## src/rtl/uart_rx_fifo.sv

```systemverilog
// Receive FIFO between uart_rx and the CPU-polled uart_rx register.
// The head word falls through to dout, and rts_n is driven with hysteresis.
module uart_rx_fifo #(
  parameter int unsigned DEPTH   = 16,
  parameter int unsigned AW      = 4,
  parameter int unsigned HIGH_WM = 12,
  parameter int unsigned LOW_WM  = 4
) (
  input  logic          clk,
  input  logic          rstn,
  input  logic          rcv,
  input  logic [7:0]    rx_data,
  input  logic          pop,
  input  logic          clr,
  output logic [15:0]   dout,
  output logic          empty,
  output logic          full,
  output logic [AW:0]   count,
  output logic          overflow,
  output logic          rts_n
);

  localparam logic [AW:0] DEPTH_C = DEPTH[AW:0];
  localparam logic [AW:0] HWM_C   = HIGH_WM[AW:0];
  localparam logic [AW:0] LWM_C   = LOW_WM[AW:0];

  logic [7:0]    r_mem [DEPTH];
  logic [AW-1:0] r_wr_ptr;
  logic [AW-1:0] r_rd_ptr;
  logic [AW:0]   r_count;
  logic          r_overflow;
  logic          r_rts_n;

  logic          w_pop;
  logic          w_push;
  logic [AW:0]   w_next_count;

  assign empty    = (r_count == '0);
  assign full     = (r_count == DEPTH_C);
  assign count    = r_count;
  assign overflow = r_overflow;
  assign rts_n    = r_rts_n;
  assign dout     = empty ? 16'hFFFF : {8'h00, r_mem[r_rd_ptr]};

  // A pop in the same cycle frees a slot, so a push at full is still accepted.
  assign w_pop  = pop && !empty;
  assign w_push = rcv && (!full || w_pop);

  always_comb begin
    w_next_count = r_count;
    if (w_push && !w_pop)
      w_next_count = r_count + 1'b1;
    else if (w_pop && !w_push)
      w_next_count = r_count - 1'b1;
  end

  always_ff @(posedge clk) begin
    if (w_push && !clr)
      r_mem[r_wr_ptr] <= rx_data;
  end

  always_ff @(posedge clk or negedge rstn) begin
    if (!rstn) begin
      r_wr_ptr   <= '0;
      r_rd_ptr   <= '0;
      r_count    <= '0;
      r_overflow <= 1'b0;
      r_rts_n    <= 1'b0;
    end else if (clr) begin
      r_wr_ptr   <= '0;
      r_rd_ptr   <= '0;
      r_count    <= '0;
      r_overflow <= 1'b0;
      r_rts_n    <= 1'b0;
    end else begin
      if (w_push)
        r_wr_ptr <= r_wr_ptr + 1'b1;
      if (w_pop)
        r_rd_ptr <= r_rd_ptr + 1'b1;
      r_count <= w_next_count;
      if (rcv && !w_push)
        r_overflow <= 1'b1;
      // Between the watermarks rts_n keeps its previous value.
      if (w_next_count >= HWM_C)
        r_rts_n <= 1'b1;
      else if (w_next_count <= LWM_C)
        r_rts_n <= 1'b0;
    end
  end

endmodule
```

## config.mk

```make
export PLATFORM = sky130hd
export DESIGN_NAME = uart_rx_fifo
export DESIGN_NICKNAME = d
export VERILOG_FILES = /design/src/rtl/uart_rx_fifo.sv
export SDC_FILE = /design/constraint.sdc
export NUM_CORES = 1
export LEC_CHECK = 0
export BUFFER_PORTS_ARGS = -buffer_cell sky130_fd_sc_hd__buf_2
export CAP_MARGIN = 5
export CORE_UTILIZATION = 35
export CTS_CLUSTER_SIZE = 20
export DETAILED_ROUTE_END_ITERATION = 12
export GPL_TIMING_DRIVEN = 0
export RECOVER_POWER = 50
export SLEW_MARGIN = 5
export SYNTH_ARGS = -nofsm -noshare
export SYNTH_HDL_FRONTEND = slang
export SYNTH_SLANG_ARGS = --single-unit
```

## constraint.sdc

```tcl
create_clock -name clk -period 2.6 [get_ports clk]
set_clock_uncertainty 0.15 [all_clocks]
set_input_delay 0.39 -clock clk [delete_from_list [all_inputs] [get_ports clk]]
set_output_delay 0.39 -clock clk [all_outputs]
set_load 0.02 [all_outputs]
```

==> results.md, run 1 <==
* Hold Vio Cnt, Final at 0
* Required time worst endpoint at 2.06 ns
* Clock sinks at 143
* Sequential fraction of the synthesis area at 70.37%
* CP delay by family, top: multiplexers
* RD Place Congestion at 0.7483
* Hold Path Class: primary input to register
* Setup WS post-layout at -0.4838 ns
* TritonCTS Buffers at 17
* Startpoint class of the critical path: register
* Final period utilization at 118.6%
* Global route overflow at 0
* Layout cells sized above 1 at 36.50%
* Cell area power density at 852.7 nW/um^2
* FP Rows at 47
* Total Wirelength at 12.68 mm
* Die X-Extent at 132.9 microns
* Synth Flop Type: edfxtp_1
* Ys Warns at 0
* Clock tree buffer depth at 2
* Post-layout util at 44.70%
* CTS tree: yes
* RSZ-0062 raised after global routing: yes
* Pre-CTS setup slack at -0.5401 ns
* Yosys top cell by area: edfxtp_1
* WP buf/inv at 3
* Synth area leaders: edfxtp_1 64%, mux4_2 11%, dfrtp_1 6.3%, mux4_1 4.8%, nor2_1 1.5%
* Clock transition at path regs at 0.06 ns
* Mapped Cells at 316
* Nets at 407
* Fmax at 324.3 MHz
* Failing checks: negative setup slack
* Worst Setup Path Type: register to primary output
* Vias in the first global route at 3200
* Iter 0 DRT Violations at 285
* H-tree levels at 4
* Placed Area at 6476 sq um
* Hold WS at 0.07989 ns
* Wire per inst at 20.44 microns
* Post-DRT Antenna Nets at 0
* Post-Syn Area at 5996 sq um
* Die height at 132.9 microns
* Final setup fails at 8
* Filler Cell Count at 1423
* Syn_area_per_cell at 18.97 sq um
* Gr usage total at 14.80%
* Pwr Total at 6.343 mW
* Top-area cell type share of the netlist area at 64.11%
* CP Cell Sequence: buf_6, buf_12, mux4_2, mux4_2, or2_4, buf_6
* Finished Layout Cells at 620
* Post-synth EDFFs at 128
* Clk_lat worst skew at 0.43 ns
* Initial antenna violation count at 0
* Dpl cells at 573
* Final count of pins violating max slew at 0
* First-pass GRT wire length at 18.86 mm
* PortBufs at 37
* Top Ports at 38
* WP data arrival at 2.54 ns
* Slew margin rel. at 42.42%
* Area of the multi-input gates at 1718 sq um
* DR vias/cell at 4.992
* Max Cap Viol at 0
* P&R area growth vs syn at 24.06%
* Starting Density at 36.03%
* Lkg Pwr at 2.452 nW
* Max FO, Critical Path at 10
* CP max-delay cell: mux4_2
* Via count at 3095
* Drc violations at 0
* Router iterations before antenna repair at 4
* Min Tclk post-route at 3.084 ns
* Seq. cell area at 4220 sq um
* Hpwl dp at 7.858 mm
* Net Count, Synth at 336
* Final instance area at 7438 sq um
* Core footprint at 16640 sq um
* Die ar. at 17660 sq um
* Ant diodes at 0
* Largest net degree at the start of global routing at 19
* Seq cells post-synth at 143
* Async set-reset flop share out of synthesis at 10.49%
* Yosys cell types at 42
* VDD IR max at 504.9 uV
* Critical path's largest stage delay at 0.53 ns
* Tightest Pin Transition at 0.8637 ns
* Status: finished, violations left
* Root buffer cell: clkbuf_16
* Setup_tns at -3.693 ns
* Worst setup EP type: primary output
==> where the power goes <==
| part | switching (mW) | internal, mW | leakage, nW |
|---|---|---|---|
| Combinational | 0.650 | 0.676 | 0.805 |
| Sequential | 0.0371 | 2.54 | 1.36 |
| Clock | 0.935 | 1.51 | 0.290 |
==> cells by family (layout without fill, tap and decap cells) <==
family | Yosys count | count (layout) | share of synthesized area, %
buf+inv | 31 | 115 | 3.255
fa+ha+maj | 7 | 7 | 1.461
compound gates | 22 | 22 | 2.442
simple gates | 65 | 65 | 5.551
xor+xnor | 6 | 6 | 0.8765
flops | 143 | 143 | 70.37
mux | 42 | 42 | 16.05
==> synth_stat cells (2+ instances only) <==
library cell,number
edfxtp_1,128
a21oi_1,6
nand2_1,12
dfrtp_1,15
xor2_1,4
nor2_1,24
ha_1,7
mux4_2,29
or2_1,8
or3_1,2
buf_4,8
a211oi_1,2
mux4_1,11
nand2b_1,4
inv_1,9
buf_1,2
clkbuf_1,7
nor3_1,5
mux2i_1,2
xnor2_1,2
nand3_1,2
a211o_1,2
buf_12,2
o21ai_1,3
a31oi_1,2
buf_6,2
==> path summary, 6_finish.rpt <==
kind                             start     endpoint  slack, ns  cells past startpoint
max                        r_rd_ptr[0]      dout[3]      -0.48                      6
min                                clr  r_rd_ptr[1]       0.08                      2
max reg2reg                   count[1]  r_mem[1][5]       0.07                      8
min reg2reg                   overflow     overflow       0.35                      2
max in group asynchronous         rstn  r_rd_ptr[1]       1.27                      2
min in group asynchronous         rstn     count[1]       0.44                      2
==> worst register-to-register path, cell delays in order (launching register included) <==
cell and delay [ns]:
dfrtp_1 0.44, inv_2 0.08, ha_4 0.18, nor3b_1 0.14
a31o_1 0.27, nor2_1 0.21, nand2_1 0.30, nor3_4 0.29
buf_12 0.17
==> layout make-up <==
type | count | area share (%)
sequential | 143 | 56.74
multi-input combinational | 142 | 23.10
clock buffer | 18 | 5.770
timing repair buffer | 53 | 5.248
tap | 220 | 3.701
buffer | 21 | 2.759
clock inverter | 14 | 2.204
inverter | 9 | 0.4878
==> cell usage in the layout (no fill, tap or decap), types with 2 or more instances in the layout <==
cell / instances
nor3_4: 4
nor2_1: 12
xor2_1: 4
buf_12: 7
clkbuf_1: 17
clkinv_4: 2
inv_1: 7
nand2b_1: 4
clkbuf_8: 2
ha_1: 6
o21ai_1: 3
bufinv_16: 3
mux2i_1: 2
inv_6: 3
or2_1: 6
mux4_2: 37
a31oi_1: 2
clkinv_1: 2
nor2_4: 12
mux4_1: 3
buf_4: 14
buf_2: 20
xnor2_1: 2
edfxtp_1: 128
dfrtp_1: 14
nand3_1: 2
a211o_1: 2
or2_4: 2
buf_6: 10
clkbuf_16: 18
buf_1: 2
or3_1: 2
a21oi_1: 6
clkinv_2: 3
nand2_1: 12
==> per-layer routing <==
metal | up-vias | GRT usage, % | part of all wire [%]
met5 | - | 0 | 0
met4 | 0 | 6.450 | 1.5
met1 | 1611 | 19.86 | 45
met3 | 14 | 3.793 | 4.4
li1 | 1402 | - | -
met2 | 68 | 22.77 | 49
==> state kept, by name, indices dropped and copies added (netlist names) <==
register / cells
count: 5
rts_n: 1
overflow: 1
r_wr_ptr: 4
r_mem: 128
r_rd_ptr: 4
==> repair_timing <==
item / 4_1_cts / 5_1_grt
setup endpoints to repair: 145 / 146
gates cloned: 0 / 3
hold endpoints to repair: 15 / 0
hold buffers: 1 / 0
resized for setup: 48 / 29
pin swaps: 5 / 2
buffers inserted: 7 / 5
Power figures use the tool's default switching activity.
==> run 2: changes to the inputs <==
--- a/config.mk
+++ b/config.mk
@@ -11,6 +11,7 @@
 export CTS_CLUSTER_SIZE = 20
 export DETAILED_ROUTE_END_ITERATION = 12
 export GPL_TIMING_DRIVEN = 0
+export PLACE_DENSITY_LB_ADDON = 0.2
 export RECOVER_POWER = 50
 export SLEW_MARGIN = 5
 export SYNTH_ARGS = -nofsm -noshare
==> results.md, run 2 (synthesis gave the netlist of run 1 again) <==
* Failing checks: negative setup slack
* Worst setup EP type: primary output
* Gr usage total at 15.02%
* Required time worst endpoint at 2.06 ns
* Clock tree buffer depth at 2
* Final count of pins violating max slew at 0
* Iter 0 DRT Violations at 257
* Commonest non-fill, non-tap cell in the layout: edfxtp_1
* Area of the multi-input gates at 1720 sq um
* Cell area power density at 817.3 nW/um^2
* Worst Hold Path Cells at 2
* Final instance area at 7307 sq um
* Most used cell, CP: mux4_2
* Max FO, Critical Path at 9
* Die ar. at 17660 sq um
* Fmax at 325.5 MHz
* Global route overflow at 0
* Clk_lat worst skew at 0.41 ns
* CP max-delay cell: mux4_2
* Filler Cell Count at 1447
* VDD IR max at 446.5 uV
* Worst Setup Path Type: register to primary output
* Die X-Extent at 132.9 microns
* Critical path's largest stage delay at 0.55 ns
* PortBufs at 37
* RSZ-0062 raised after global routing: yes
* Seq. cell area at 4220 sq um
* Top Ports at 38
* Biggest register: r_mem
* Total Wirelength at 12.38 mm
* Router iterations before antenna repair at 4
* Lkg Pwr at 2.412 nW
* Final setup fails at 8
* Initial antenna violation count at 0
* Wire per inst at 20.07 microns
* TritonCTS Buffers at 17
* Max reg flops at 128
* CP Depth at 6
* CP delay by family, top: multiplexers
* Final period utilization at 118.2%
* Tightest Pin Transition at 0.8872 ns
* H-tree levels at 4
* Hpwl dp at 8.027 mm
* Status: finished, violations left
* Largest net degree at the start of global routing at 19
* Hold WS at 0.1248 ns
* Slew margin rel. at 40.86%
* Via count at 3121
* WP buf/inv at 3
* Vias in the first global route at 3157
* Hold Path Class: primary input to register
* Root buffer cell: clkbuf_16
* Core footprint at 16640 sq um
* P&R area growth vs syn at 21.87%
* Max Cap Viol at 0
* Clock transition at path regs at 0.06 ns
* FP Rows at 47
* Number of cells on the worst reg-to-reg path at 8
* Setup slack, reg-to-reg at 0.13 ns
* Min-delay src: clr
* Clock sinks at 143
* Setup WS post-layout at -0.4727 ns
* CP Cell Sequence: buf_6, buf_12, mux4_2, mux4_2, or2_1, buf_2
* Worst r2r src: count[0]
* Ant diodes at 0
* Post-DRT Antenna Nets at 0
* DR vias/cell at 5.058
* Startpoint class of the critical path: register
* WP data arrival at 2.53 ns
* RD Place Congestion at 0.7187
* Starting Density at 36.03%
* Hold Vio Cnt, Final at 0
* Hold worst-path end: r_rd_ptr[1]
* Drc violations at 0
* Placed Area at 6484 sq um
* Nets at 404
* Crit Reg-Reg Endpoint: r_mem[0][4]
* First-pass GRT wire length at 18.82 mm
* Die height at 132.9 microns
* Most frequent cells in the layout: 128 x edfxtp_1, 36 x mux4_2, 24 x buf_2
* CTS tree: yes
* Min Tclk post-route at 3.073 ns
* Layout cells sized above 1 at 36.27%
-- run 2: what timing repair did --
action                     in CTS  in global routing
hold endpoints to repair       15                  0
pin swaps                       5                  1
gates resized for setup        47                 10
hold buffers                    1                  0
setup endpoints to repair     137                145
cloned                          0                  0
buffers inserted                9                  2
-- run 2: report_power, final --
part | total, mW | internal [mW] | switching, mW
Sequential | 2.58 | 2.54 | 0.0365
Combinational | 1.18 | 0.579 | 0.602
Clock | 2.21 | 1.30 | 0.911
-- run 2: worst max-delay path by stage --
stage,startpoint,endpoint,slack (ns)
6_report,r_rd_ptr[0],dout[1],-0.47
4_1_cts,r_rd_ptr[0],dout[0],-0.51
2_1_floorplan,count[0],r_mem[1][0],-0.09
3_3_place_gp,count[0],r_mem[1][5],-0.91
5_1_grt,r_rd_ptr[0],dout[0],-0.57
3_5_place_dp,r_rd_ptr[1],dout[6],-0.58
-- run 2: through the flow --
stage	total power, mW	setup WS (ns)	TNS [ns]	util, %	instances
after global routing	6.190	-0.5663	-4.908	43.91	617
after floorplan	3.380	-0.09076	-1.452	-	316
after detailed placement	3.706	-0.5759	-34.71	38.96	574
final	5.972	-0.4727	-3.578	43.91	617
after global placement	3.692	-0.9056	-42.73	38.85	573
after CTS	6.017	-0.5115	-4.132	43.69	615
-- run 2: worst register-to-register path, stage by stage, from the launching register on --
cell and delay (ns):
dfrtp_1 0.43, inv_1 0.11, ha_1 0.27, nor3b_1 0.17
a31o_1 0.29, nor2_4 0.17, nand2_2 0.19, nor3_4 0.24
buf_12 0.16
-- run 2: area by class of cell --
type	count	share of cell area [%]
plain buffers	21	2.568
clock inverters	15	1.627
flip-flops and latches	143	57.76
well taps	220	3.767
inverters	9	0.4623
clock buffers	17	5.822
multi-input cells	142	23.54
repair buffers	50	4.452
-- run 2: metal layers --
metal	vias to the layer above	GRT usage [%]	part of all wire [%]
met2	56	23.59	48
met1	1652	20.50	47
met3	21	2.912	2.8
met5	-	0	0
met4	0	6.258	1.8
li1	1392	-	-
